File: config.mk
export PLATFORM = sky130hd
export DESIGN_NAME = timer_counter_ar
export DESIGN_NICKNAME = d
export VERILOG_FILES = /design/src/rtl/timer_pkg.sv /design/src/rtl/timer_prescaler.sv /design/src/rtl/timer_counter_ar.sv
export SDC_FILE = /design/constraint.sdc
export NUM_CORES = 1
export LEC_CHECK = 0
export BUFFER_PORTS_ARGS = -buffer_cell sky130_fd_sc_hd__buf_2
export CAP_MARGIN = 20
export CORE_AREA = 3 3 85 47
export DETAILED_ROUTE_END_ITERATION = 12
export DIE_AREA = 0 0 88 50
export PLACE_DENSITY = 0.72
export SKIP_LAST_GASP = 1
export SLEW_MARGIN = 20
export SYNTH_ARGS = -nofsm -noshare
export SYNTH_HDL_FRONTEND = slang
export SYNTH_SLANG_ARGS = --single-unit
File: constraint.sdc
create_clock -name PCLK -period 2.22 [get_ports PCLK]
set_input_delay 0.111 -clock PCLK [delete_from_list [all_inputs] [get_ports PCLK]]
set_output_delay 0.111 -clock PCLK [all_outputs]
set_load 0.05 [all_outputs]
File: src/rtl/timer_pkg.sv
// Shared definitions for the APB timer core: clock-select codes, count
// direction encoding, default widths and the prescale divisor helper.
package timer_pkg;

    localparam int DEFAULT_DATA_WIDTH = 8;
    localparam int DEFAULT_CKS_WIDTH  = 2;

    // Clock-select encodings at the default CKS width: divisor = 2^(Cks+1).
    localparam logic [1:0] CKS_DIV2  = 2'd0;
    localparam logic [1:0] CKS_DIV4  = 2'd1;
    localparam logic [1:0] CKS_DIV8  = 2'd2;
    localparam logic [1:0] CKS_DIV16 = 2'd3;

    localparam logic DIR_UP   = 1'b0;
    localparam logic DIR_DOWN = 1'b1;

    typedef struct packed {
        logic ovf;
        logic udf;
        logic cmp;
    } timer_evt_t;

    function automatic int unsigned cks_divisor(input int unsigned cks);
        return 32'd1 << (cks + 32'd1);
    endfunction

endpackage

File: src/rtl/timer_prescaler.sv
// PCLK-domain prescaler: emits a registered one-cycle tick every 2^(Cks+1)
// enabled cycles; restarts on clear or whenever Cks changes.
module timer_prescaler
    import timer_pkg::*;
#(
    parameter int CKS_WIDTH = DEFAULT_CKS_WIDTH
) (
    input  logic                 clk_i,
    input  logic                 rst_ni,
    input  logic [CKS_WIDTH-1:0] cks_i,
    input  logic                 enable_i,
    input  logic                 clear_i,
    output logic                 tick_o
);

    // Largest divisor is 2^(2^CKS_WIDTH), so its terminal count needs 2^CKS_WIDTH bits.
    localparam int PW = 2 ** CKS_WIDTH;

    logic [PW-1:0]        presc_q;
    logic [PW-1:0]        presc_d;
    logic [PW-1:0]        terminal;
    logic [CKS_WIDTH-1:0] cks_q;
    logic                 cks_change;
    logic                 tick_q;
    logic                 tick_d;

    assign cks_change = (cks_i != cks_q);
    assign terminal   = PW'(cks_divisor(32'(cks_q)) - 32'd1);

    always_comb begin
        presc_d = presc_q;
        tick_d  = 1'b0;
        if (!enable_i || clear_i || cks_change) begin
            presc_d = '0;
        end else if (presc_q == terminal) begin
            presc_d = '0;
            tick_d  = 1'b1;
        end else begin
            presc_d = presc_q + PW'(1);
        end
    end

    always_ff @(posedge clk_i or negedge rst_ni) begin
        if (!rst_ni) begin
            presc_q <= '0;
            cks_q   <= '0;
            tick_q  <= 1'b0;
        end else begin
            presc_q <= presc_d;
            cks_q   <= cks_i;
            tick_q  <= tick_d;
        end
    end

    assign tick_o = tick_q;

endmodule

File: src/rtl/timer_counter_ar.sv
// Up/down timer with auto-reload and compare match. The count register
// advances on the edge after a prescaler tick; event pulses share that edge.
module timer_counter_ar
    import timer_pkg::*;
#(
    parameter int DATA_WIDTH = DEFAULT_DATA_WIDTH,
    parameter int CKS_WIDTH  = DEFAULT_CKS_WIDTH
) (
    input  logic                  PCLK,
    input  logic                  PRESET_n,
    input  logic [CKS_WIDTH-1:0]  Cks,
    input  logic                  count_enable,
    input  logic                  count_up_down,
    input  logic                  count_load,
    input  logic [DATA_WIDTH-1:0] count_start_value,
    input  logic                  auto_reload,
    input  logic [DATA_WIDTH-1:0] cmp_value,
    output logic [DATA_WIDTH-1:0] TCNT_Out,
    output logic                  Set_OVF_pulse,
    output logic                  Set_UDF_pulse,
    output logic                  Set_CMP_pulse,
    output logic                  tick_out
);

    localparam logic [DATA_WIDTH-1:0] CNT_MAX = '1;
    localparam logic [DATA_WIDTH-1:0] CNT_ONE = DATA_WIDTH'(1);

    logic [DATA_WIDTH-1:0] cnt_q;
    logic [DATA_WIDTH-1:0] cnt_d;
    timer_evt_t            evt_q;
    timer_evt_t            evt_d;
    logic                  tick;
    logic                  wrap;

    timer_prescaler #(
        .CKS_WIDTH (CKS_WIDTH)
    ) u_prescaler (
        .clk_i    (PCLK),
        .rst_ni   (PRESET_n),
        .cks_i    (Cks),
        .enable_i (count_enable),
        .clear_i  (count_load),
        .tick_o   (tick)
    );

    // A load swallows a coincident tick and never raises an event.
    always_comb begin
        cnt_d = cnt_q;
        evt_d = '0;
        wrap  = 1'b0;
        if (count_load) begin
            cnt_d = count_start_value;
        end else if (tick) begin
            if (count_up_down == DIR_UP) begin
                if (cnt_q == CNT_MAX) begin
                    wrap      = 1'b1;
                    evt_d.ovf = 1'b1;
                    cnt_d     = auto_reload ? count_start_value : '0;
                end else begin
                    cnt_d = cnt_q + CNT_ONE;
                end
            end else begin
                if (cnt_q == '0) begin
                    wrap      = 1'b1;
                    evt_d.udf = 1'b1;
                    cnt_d     = auto_reload ? count_start_value : CNT_MAX;
                end else begin
                    cnt_d = cnt_q - CNT_ONE;
                end
            end
            // Reloaded values are not counted values, so they never match.
            evt_d.cmp = (cnt_d == cmp_value) && !(wrap && auto_reload);
        end
    end

    always_ff @(posedge PCLK or negedge PRESET_n) begin
        if (!PRESET_n) begin
            cnt_q <= '0;
            evt_q <= '0;
        end else begin
            cnt_q <= cnt_d;
            evt_q <= evt_d;
        end
    end

    assign TCNT_Out      = cnt_q;
    assign Set_OVF_pulse = evt_q.ovf;
    assign Set_UDF_pulse = evt_q.udf;
    assign Set_CMP_pulse = evt_q.cmp;
    assign tick_out      = tick;

endmodule
==> results.cfg, run 1 <==
[synth]
yosys.area.top_type = dfrtp_1
synth_area_sq_um = 1540
yosysWarnings = 0
synthCells = 176
yosys.area.top_type_share_pct = 29.3
synth_nets = 203
avgSynthCellArea_sq_um = 8.74
ys_ff_latch = 18
synthDistinctLibCells = 60
synth_edf_count = 0
synthTopCellsByArea = dfrtp_1 (29%), xnor2_1 (5.7%), nand2_1 (4.4%)
synth_ff_type = dfrtp_1
synth_seq_area_share_pct = 29.3
async_flop_share_pct = 100

[sta]
slew_headroom_pct = 72.3
setup_viol = 0
whs_ns = 0.107
fin_worst_skew_ns = 0.00293
rsz0062_at_grt = yes
period_share_pct = 99.2
slew_viol_final = 0
worstMarginPinSlew_ns = 0.410
min_period_ns = 2.20
max_freq_mhz = 454
hold_violations = 0

[floorplanning]
dieArea_sq_um = 4400
start_util_pct = 46.3
die_x_um = 88
row_count = 15
ios = 36
coreArea_sq_um = 3320
die_h_um = 50

[global_route]
grt_start_max_net_pins = 19
grt_pass1_wl_mm = 7.88
top_usage_layer = met1
antenna_found_initial = 0
globalRouteTotalUtil_pct = 23.6
grt_pass1_vias = 1483
grt_overflow = 0
met1_usage_pct = 36.7
grtUsageMet2_pct = 32.0
met3_usage_pct = 6.34

[flow_run]
maxCapViolCount = 0

[clock_tree]
clock_sinks = 18
clockRootBuffer = clkbuf_8
cts_tree = done
cts-htree-levels = 1
clockBufferDepth = 2
cts_buffers = 3
clk_latency_ns = 0.25
path_clk_slew_ns = 0.06

[route]
route.vias.total = 1634
drtAntennaViolNets = 0
drc = 0
drt_first_iter_violations = 155
vias_per_cell = 5.99
drtPass1Iterations = 4
wl_per_cell_um = 18.0
routed_wl_mm = 4.93

[pwr]
p_sw_share_pct = 35.8
ir_drop_mv = 0.320
pwr-share-clk_pct = 23.0
internal-power_uw = 637
powerDensity_nw_per_um2 = 491
combinationalPowerShare_pct = 38.2
finalPower_uw = 993
p_leak_uw = 0.000897
seqPwrFrac_pct = 38.8
p_switching_uw = 356

[setup_path]
critPathArrivalTime_ns = 2.36
crit_chain = inv_2 -> ha_4 -> nor3b_4 -> buf_6 -> buf_4 -> and3b_1 -> o41ai_2 -> a21oi_2 -> xor2_1 -> nand4b_1 -> nor4_2
required_ns = 2.37
cpMaxStageDelayCell = dfrtp_2
path_buf_inv = 3
critPathLaunchType = flop
cpPeakStageDelay_ns = 0.43
path_max_fanout = 5
worstSetupPathType = reg -> reg
critical-path-top-delay-family = simple AND/OR/NAND/NOR gates
endpoint_kind = flop

[cells_and_area]
final_cell_mix = buf_2 (35), buf_4 (25), nand2_1 (18)
num_antenna_cells = 0
final_common_cell = buf_2
syn2layout_area_growth_pct = 31.5
drive_gt1_share_pct = 40.7
fin_nets = 259
fin_util_pct = 60.9
fin_cells = 273

[min_path]
hold_class = in -> reg

[placement]
dp.cells = 257
hpwlAfterDp_mm = 3.65
gp_congestion = 0.906
portBuffers = 35

[status]
status = complete, no violations
-- worst register-to-register path: stages, from the launching register on --
cell,delay [ns]
dfrtp_2,0.43
inv_2,0.10
ha_4,0.14
nor3b_4,0.21
buf_6,0.15
buf_4,0.10
and3b_1,0.18
o41ai_2,0.07
a21oi_2,0.18
xor2_1,0.16
nand4b_1,0.14
nor4_2,0.24
-- cells in the mapped netlist, drive strengths merged (3+ instances only) --
| cell | number |
|---|---|
| clkbuf | 3 |
| mux2i | 4 |
| buf | 10 |
| a211oi | 3 |
| o311ai | 3 |
| and2 | 3 |
| nand2 | 19 |
| inv | 7 |
| nand4 | 3 |
| a21oi | 3 |
| nand3 | 9 |
| dfrtp | 18 |
| xor2 | 4 |
| xnor2 | 10 |
| nor3 | 3 |
| nor2 | 13 |
| a31oi | 4 |
| o21ai | 15 |
| nand4b | 4 |
| nor4 | 3 |
| ha | 3 |
-- per-stage QoR --
| stage | instance area (sq um) | TNS [ns] | setup WS, ns |
|---|---|---|---|
| global route | 2020 | -0.0518 | -0.0518 |
| global placement | 1820 | -0.0334 | -0.0334 |
| floorplan | 1560 | 0 | 0.0137 |
| CTS | 1950 | 0 | 0.00533 |
| finish | 2020 | 0 | 0.0172 |
| detailed placement | 1820 | -0.0754 | -0.0754 |
-- registers in the layout (all words and copies together), names as in the netlist --
signal and cells:
TCNT_Out 8, u_prescaler.presc_q 4, u_prescaler.cks_q 2, Set_CMP_pulse 1, Set_OVF_pulse 1, Set_UDF_pulse 1
u_prescaler.tick_o 1
-- area by class of cell --
cell class,count,area (sq um)
timing repair buffer,64,404
clock buffer,4,45.0
multi-input combinational,138,1040
fill,300,1300
sequential,18,458
tap,42,52.6
inverter,7,26.3
-- per-layer routing --
| metal | wire [um] | up-vias |
|---|---|---|
| met3 | 496 | 8 |
| li1 | - | 760 |
| met2 | 2040 | 102 |
| met4 | 48 | 0 |
| met1 | 2340 | 764 |
| met5 | 0 | - |
-- power by group through the flow --
stage / Sequential [uW] / Combinational (uW) / Clock, uW
after floorplan: 413 / 200 / 0
after global placement: 388 / 328 / 0
after detailed placement: 388 / 332 / 0
after CTS: 385 / 350 / 234
after global routing: 387 / 408 / 252
final: 385 / 379 / 229
-- worst paths after layout --
path	slack [ns]	endpoint	cells past startpoint	startpoint
worst min register to register	0.52	u_prescaler.presc_q[0]$_DFF_PN0_	1	u_prescaler.presc_q[0]$_DFF_PN0_
worst min-delay path	0.11	TCNT_Out[6]$_DFFE_PN0P_	3	count_start_value[6]
min in group asynchronous	0.31	u_prescaler.presc_q[2]$_DFF_PN0_	2	PRESET_n
worst max-delay path	0.02	Set_CMP_pulse$_DFF_PN0_	11	TCNT_Out[0]$_DFFE_PN0P_
max in group asynchronous	1.60	TCNT_Out[2]$_DFFE_PN0P_	2	PRESET_n
worst max register to register	0.02	Set_CMP_pulse$_DFF_PN0_	11	TCNT_Out[0]$_DFFE_PN0P_
-- cell families (layout without fill, tap and decap cells) --
kind of cell | after synthesis | after routing | synth area share [%]
and+or+nand+nor | 72 | 72 | 27.6
xor gates and xnor gates | 14 | 14 | 7.97
adders and majority gates | 3 | 3 | 2.44
buffers and inverters | 20 | 75 | 7.72
DFF | 18 | 18 | 29.3
muxes | 4 | 4 | 3.41
AOI/OAI and AO/OA | 45 | 45 | 21.5
-- timing repair --
item                       CTS  global route
pin swaps                    2             9
resized for setup            4            11
setup endpoints to repair    1             2
hold endpoints to repair    20             0
cloned                       0             0
setup buffers                4             5
hold buffers                 3             0
No activity file was read; power rests on OpenSTA's default activity.
==> inputs of run 2 (changes only) <==
Settings changed: CELL_PAD_IN_SITES_DETAIL_PLACEMENT from default to 2, CELL_PAD_IN_SITES_GLOBAL_PLACEMENT from default to 2, CORE_AREA 3 3 85 47 to 3 3 106 57, CTS_BUF_LIST from default to sky130_fd_sc_hd__clkbuf_4, DIE_AREA 0 0 88 50 to 0 0 109 60, PLACE_DENSITY 0.72 to default, PLACE_DENSITY_LB_ADDON from default to 0.1.
==> run 2 against run 1 <==
Compared with the run above: the run now ends with setup timing left; global-route usage shrank 5.1 points; design area grew 3.4%; sequential cell count is the same; wire length grew 20%; sequential share of layout area shrank 0.86 points; combinational power grew 7.1%; critical path depth shrank 3; worst setup slack lost 0.068 ns; final cell count grew 13%; via count grew 0.31%.
==> results.cfg, run 2 (synthesized netlist as in run 1, its figures left out) <==
[global_route]
grt_overflow = 0
grt_start_max_net_pins = 19
grt_pass1_wl_mm = 9.09
globalRouteTotalUtil_pct = 18.5
antenna_found_initial = 0
grt_pass1_vias = 1687

[route]
route.met2.wl_mm = 2.76
drt_first_iter_violations = 74
vias_per_cell = 5.32
wl_met3_um = 145
wl_met1_mm = 2.99
route.vias.total = 1639
maxUsedRoutingLayer = met4
drtPass1Iterations = 4
drc = 0
wl_per_cell_um = 19.2
routed_wl_mm = 5.91
drtAntennaViolNets = 0

[setup_path]
cpMaxStageDelayCell = or4_4
crit_chain = buf_2 -> or4_4 -> o21ai_1 -> o41ai_2 -> a21oi_2 -> xor2_1 -> nand4b_1 -> nor4_2
required_ns = 2.45
endpoint_kind = flop
cpPeakStageDelay_ns = 0.53
r2r-start = TCNT_Out[2]$_DFFE_PN0P_
critPathArrivalTime_ns = 2.50
worstSetupPathType = reg -> reg
r2r-end = Set_CMP_pulse$_DFF_PN0_
critical_path.startpoint = TCNT_Out[2]$_DFFE_PN0P_
path_max_fanout = 7
ff2ff_setup_slack_ns = -0.05
rr_worst_depth = 8
critPathLaunchType = flop

[pwr]
p_leak_uw = 0.000921
powerDensity_nw_per_um2 = 465
ir_drop_mv = 0.184
finalPower_uw = 972

[clock_tree]
clk_latency_ns = 0.31
path_clk_slew_ns = 0.13
cts_buffers = 3
clockBufferDepth = 2
cts-htree-levels = 1
cts_tree = done
clockRootBuffer = clkbuf_4
clock_sinks = 18

[sta]
setup_ws_ns = -0.0512
slew_headroom_pct = 70.4
period_share_pct = 102
max_freq_mhz = 440
fin_worst_skew_ns = 0.0117
setup_viol = 1
min_period_ns = 2.27
slew_viol_final = 0
hold_violations = 0
rsz0062_at_grt = yes
worstMarginPinSlew_ns = 0.443

[floorplanning]
ios = 36
die_h_um = 60
row_count = 18
dieArea_sq_um = 6540
coreArea_sq_um = 5020
start_util_pct = 30.6
die_x_um = 109

[placement]
dp.cells = 295
gp_congestion = 0.818
dpl_cell_area_sq_um = 1930
hpwlAfterDp_mm = 4.48
portBuffers = 35

[cells_and_area]
design_area_sq_um = 2090
final_common_cell = buf_2
syn2layout_area_growth_pct = 35.9
fin_cells = 308
fillers = 585
final_cell_mix = buf_2 (36), buf_4 (30), nand2_1 (18)
drive_gt1_share_pct = 41.2
largest_reg_flops = 8
register_area_sq_um = 455
num_antenna_cells = 0
multi_input_area_sq_um = 1040
fin_nets = 266
fin_util_pct = 41.7

[status]
violations = setup timing
status = finished, violations left

[min_path]
min_from = count_start_value[6]
hold_depth = 3
hold_class = in -> reg
min_to = TCNT_Out[6]$_DFFE_PN0P_

[flow_run]
maxCapViolCount = 0
## run 2: cell types whose count changed in the layout (fill, tap and decap cells not counted), sizes merged
cell / before / now
buf: 61 / 67
clkinv: 0 / 1
## run 2: what timing repair did
item | 4_1_cts | 5_1_grt
resized for setup | 4 | 9
pin swaps | 1 | 3
setup endpoints to repair | 1 | 6
hold buffers | 3 | 0
setup buffers | 0 | 6
hold endpoints to repair | 20 | 0
## run 2: cell type report
cell class / instances / area share, %
clock inverters: 1 / 0.179
flip-flops and latches: 18 / 21.8
well taps: 70 / 4.19
clock buffers: 3 / 1.08
inverters: 7 / 1.26
multi-input cells: 138 / 49.9
repair buffers: 71 / 21.6
## run 2: worst max-delay path: cells and delay by family (launching register included)
| kind | cells | cell delay [ns] |
|---|---|---|
| flops | 1 | 0.52 |
| buf+inv | 1 | 0.21 |
| simple gates | 3 | 0.82 |
| compound gates | 3 | 0.43 |
| xor+xnor | 1 | 0.20 |
## run 2: how the worst max path moves through the flow
stage                     slack, ns                       to  cells after the start
after floorplan                0.01  Set_CMP_pulse$_DFF_PN0_                     10
after global placement        -0.06  Set_CMP_pulse$_DFF_PN0_                     10
after detailed placement      -0.08  Set_CMP_pulse$_DFF_PN0_                     10
after CTS                    -0.009  Set_CMP_pulse$_DFF_PN0_                     10
after global routing          -0.23  Set_CMP_pulse$_DFF_PN0_                     10
final                         -0.05  Set_CMP_pulse$_DFF_PN0_                      8
## run 2: where the power goes
group	internal [uW]	switching, uW	total [uW]
registers	345	36.3	381
logic	176	231	406
clock network	65.7	120	185
total	586	387	972
## run 2: per-layer routing
metal / vias up / global-route usage, %
met5: - / 0
met2: 17 / 31.3
li1: 775 / -
met1: 845 / 25.8
met3: 2 / 3.78
met4: 0 / 1.08
## run 2: per-stage QoR
stage	setup WS, ns	hold WS [ns]	TNS, ns
floorplan	0.0137	-0.185	0
global placement	-0.0553	0.0971	-0.0553
detailed placement	-0.0799	0.0904	-0.0799
CTS	-0.00864	0.0139	-0.00864
global route	-0.229	0.0388	-0.370
finish	-0.0512	0.0328	-0.0512
==> inputs of run 3 (changes only) <==
Settings changed: SYNTH_HIERARCHICAL from default to 1.
==> run 3 against run 2 <==
Compared with the run above: the flow still finishes with violations (setup timing); largest power group unchanged; count of clock-buffer cells in the layout stayed put; non-clock buffer count fell by 1; power rose by 4.9%; core utilization grew 0.92 points; hold slack better by 0.012 ns; synthesized cell count decreased by 2.3%; critical path depth decreased by 1; via count rose by 1.8%.
==> results.cfg, run 3 <==
[status]
status = finished, violations left
violations = setup timing

[cells_and_area]
fin_nets = 260
final_cell_mix = buf_2 (35), buf_4 (31), nand2_1 (15)
syn2layout_area_growth_pct = 44.3
design_area_sq_um = 2140
fillers = 566
multi_input_area_sq_um = 1080
fin_util_pct = 42.6
drive_gt1_share_pct = 45.3
register_area_sq_um = 460
num_antenna_cells = 0
largest_reg_flops = 8
final_common_cell = buf_2

[pwr]
ir_drop_mv = 0.200
p_leak_uw = 0.000920
powerDensity_nw_per_um2 = 477

[sta]
tns_ns = -0.0366
min_period_ns = 2.26
slew_viol_final = 0
setup_viol = 1
max_freq_mhz = 443
period_share_pct = 102
worstMarginPinSlew_ns = 0.594
fin_worst_skew_ns = 0.00584
setup_ws_ns = -0.0366
hold_violations = 0
rsz0062_at_grt = yes
slew_headroom_pct = 60.2

[synth]
yosys.area.top_type_share_pct = 30.4
async_flop_share_pct = 100
synth_edf_count = 0
synthTopCellsByArea = dfrtp_1 (30%), mux2i_1 (6.1%), xnor2_1 (5.3%)
ys_ff_latch = 18
synth_commonest_cells = dfrtp_1 (18), nand2_1 (16), mux2i_1 (9), o21ai_0 (9), xnor2_1 (9)
synth_seq_area_share_pct = 30.4
yosysWarnings = 6
yosys.area.top_type = dfrtp_1
synth_area_sq_um = 1480
synth_nets = 199
synthCells = 172
synthDistinctLibCells = 52
synth_ff_type = dfrtp_1
avgSynthCellArea_sq_um = 8.61
synth_most_common_cell = dfrtp_1

[setup_path]
path_max_fanout = 5
r2r-start = TCNT_Out[4]$_DFFE_PN0P_
endpoint_kind = flop
critical_path.startpoint = TCNT_Out[4]$_DFFE_PN0P_
critPathArrivalTime_ns = 2.49
critPathLaunchType = flop
required_ns = 2.45
worstSetupPathType = reg -> reg

[placement]
gp_congestion = 0.858
portBuffers = 35
dpl_cell_area_sq_um = 1880
hpwlAfterDp_mm = 4.66

[route]
drt_first_iter_violations = 79
wl_per_cell_um = 21.3
route.vias.total = 1669
drtPass1Iterations = 4
vias_per_cell = 5.53
drtAntennaViolNets = 0
drc = 0
routed_wl_mm = 6.42

[clock_tree]
clock_sinks = 18
clk_latency_ns = 0.32
cts-htree-levels = 1
path_clk_slew_ns = 0.13
clockBufferDepth = 2
clockRootBuffer = clkbuf_4
cts_buffers = 3
cts_tree = done

[min_path]
min_from = count_start_value[2]
hold_class = in -> reg

[global_route]
globalRouteTotalUtil_pct = 20.8
grt_pass1_wl_mm = 9.99
grt_start_max_net_pins = 20
grt_pass1_vias = 1739
antenna_found_initial = 0
grt_overflow = 0

[floorplanning]
coreArea_sq_um = 5020
die_h_um = 60
die_x_um = 109
start_util_pct = 29.5
row_count = 18
dieArea_sq_um = 6540
ios = 36

[flow_run]
maxCapViolCount = 0
run 3: cell count changes after synthesis, sizes merged, moves of 3 or more:
cell | before | now
clkbuf | 3 | 6
nor2 | 13 | 6
a31oi | 4 | 1
a21oi | 3 | 7
mux2i | 4 | 9
o21ai | 15 | 12
o32ai | 0 | 3
run 3: metrics by stage:
step | instances | hold WS [ns] | setup slack, ns | total power [uW]
floorplan | 172 | -0.185 | -0.0600 | 601
global placement | 286 | 0.102 | -0.0447 | 739
detailed placement | 286 | 0.103 | -0.214 | 748
CTS | 300 | 0.0284 | 0.00358 | 1020
global route | 302 | 0.0383 | -0.175 | 1080
finish | 302 | 0.0444 | -0.0366 | 1020
run 3: cell type report:
cell class / count / area share, %
Tap cell: 70 / 4.10
Clock buffer: 3 / 1.05
Inverter: 6 / 1.05
Multi-Input combinational cell: 134 / 50.7
Timing Repair Buffer: 70 / 21.4
Clock inverter: 1 / 0.176
Sequential cell: 18 / 21.5
run 3: repair_timing:
item / in CTS / in global routing
buffers inserted: 8 / 2
hold endpoints to repair: 20 / 0
pin swaps: 7 / 2
resized for setup: 23 / 3
setup endpoints to repair: 3 / 3
hold buffers: 3 / 0
run 3: per-layer routing:
layer	GRT usage [%]	up-vias	routed length (um)
met1	27.9	857	3020
met4	4.32	0	87
met3	4.75	11	283
li1	-	763	-
met2	34.7	38	3030
met5	0	-	0
run 3: logic make-up (layout without fill, tap and decap cells):
kind of cell               count (synthesis)  count (layout)  synth area share (%)
adders and majority gates                  3               3                  2.53
xor gates and xnor gates                  14              14                  8.28
and+or+nand+nor                           65              65                  25.9
buffers and inverters                     20              80                  6.08
AOI/OAI and AO/OA                         41              41                  19.2
muxes                                     11              11                  7.60
DFF                                       18              18                  30.4
run 3: critical path, cell delays in order (launching register included):
cell and delay [ns]:
dfrtp_2 0.46, nand3_1 0.15, or3_4 0.47, mux2_4 0.34, mux2i_4 0.20, xnor2_2 0.14, nand4_1 0.12, nor4_2 0.29
run 3: path summary, 6_finish.rpt:
check / endpoint / slack [ns] / cells past startpoint
min reg2reg: u_prescaler/presc_q[0]$_DFF_PN0_ / 0.53 / 1
max: Set_CMP_pulse$_DFF_PN0_ / -0.04 / 7
min: TCNT_Out[2]$_DFFE_PN0P_ / 0.04 / 3
max in group asynchronous: TCNT_Out[4]$_DFFE_PN0P_ / 1.57 / 2
max reg2reg: Set_CMP_pulse$_DFF_PN0_ / -0.04 / 7
min in group asynchronous: Set_CMP_pulse$_DFF_PN0_ / 0.29 / 2
run 3: power breakdown:
part / total (uW) / internal (uW) / switching, uW
Sequential: 374 / 346 / 27.6
Clock: 194 / 65.9 / 128
Combinational: 452 / 198 / 255
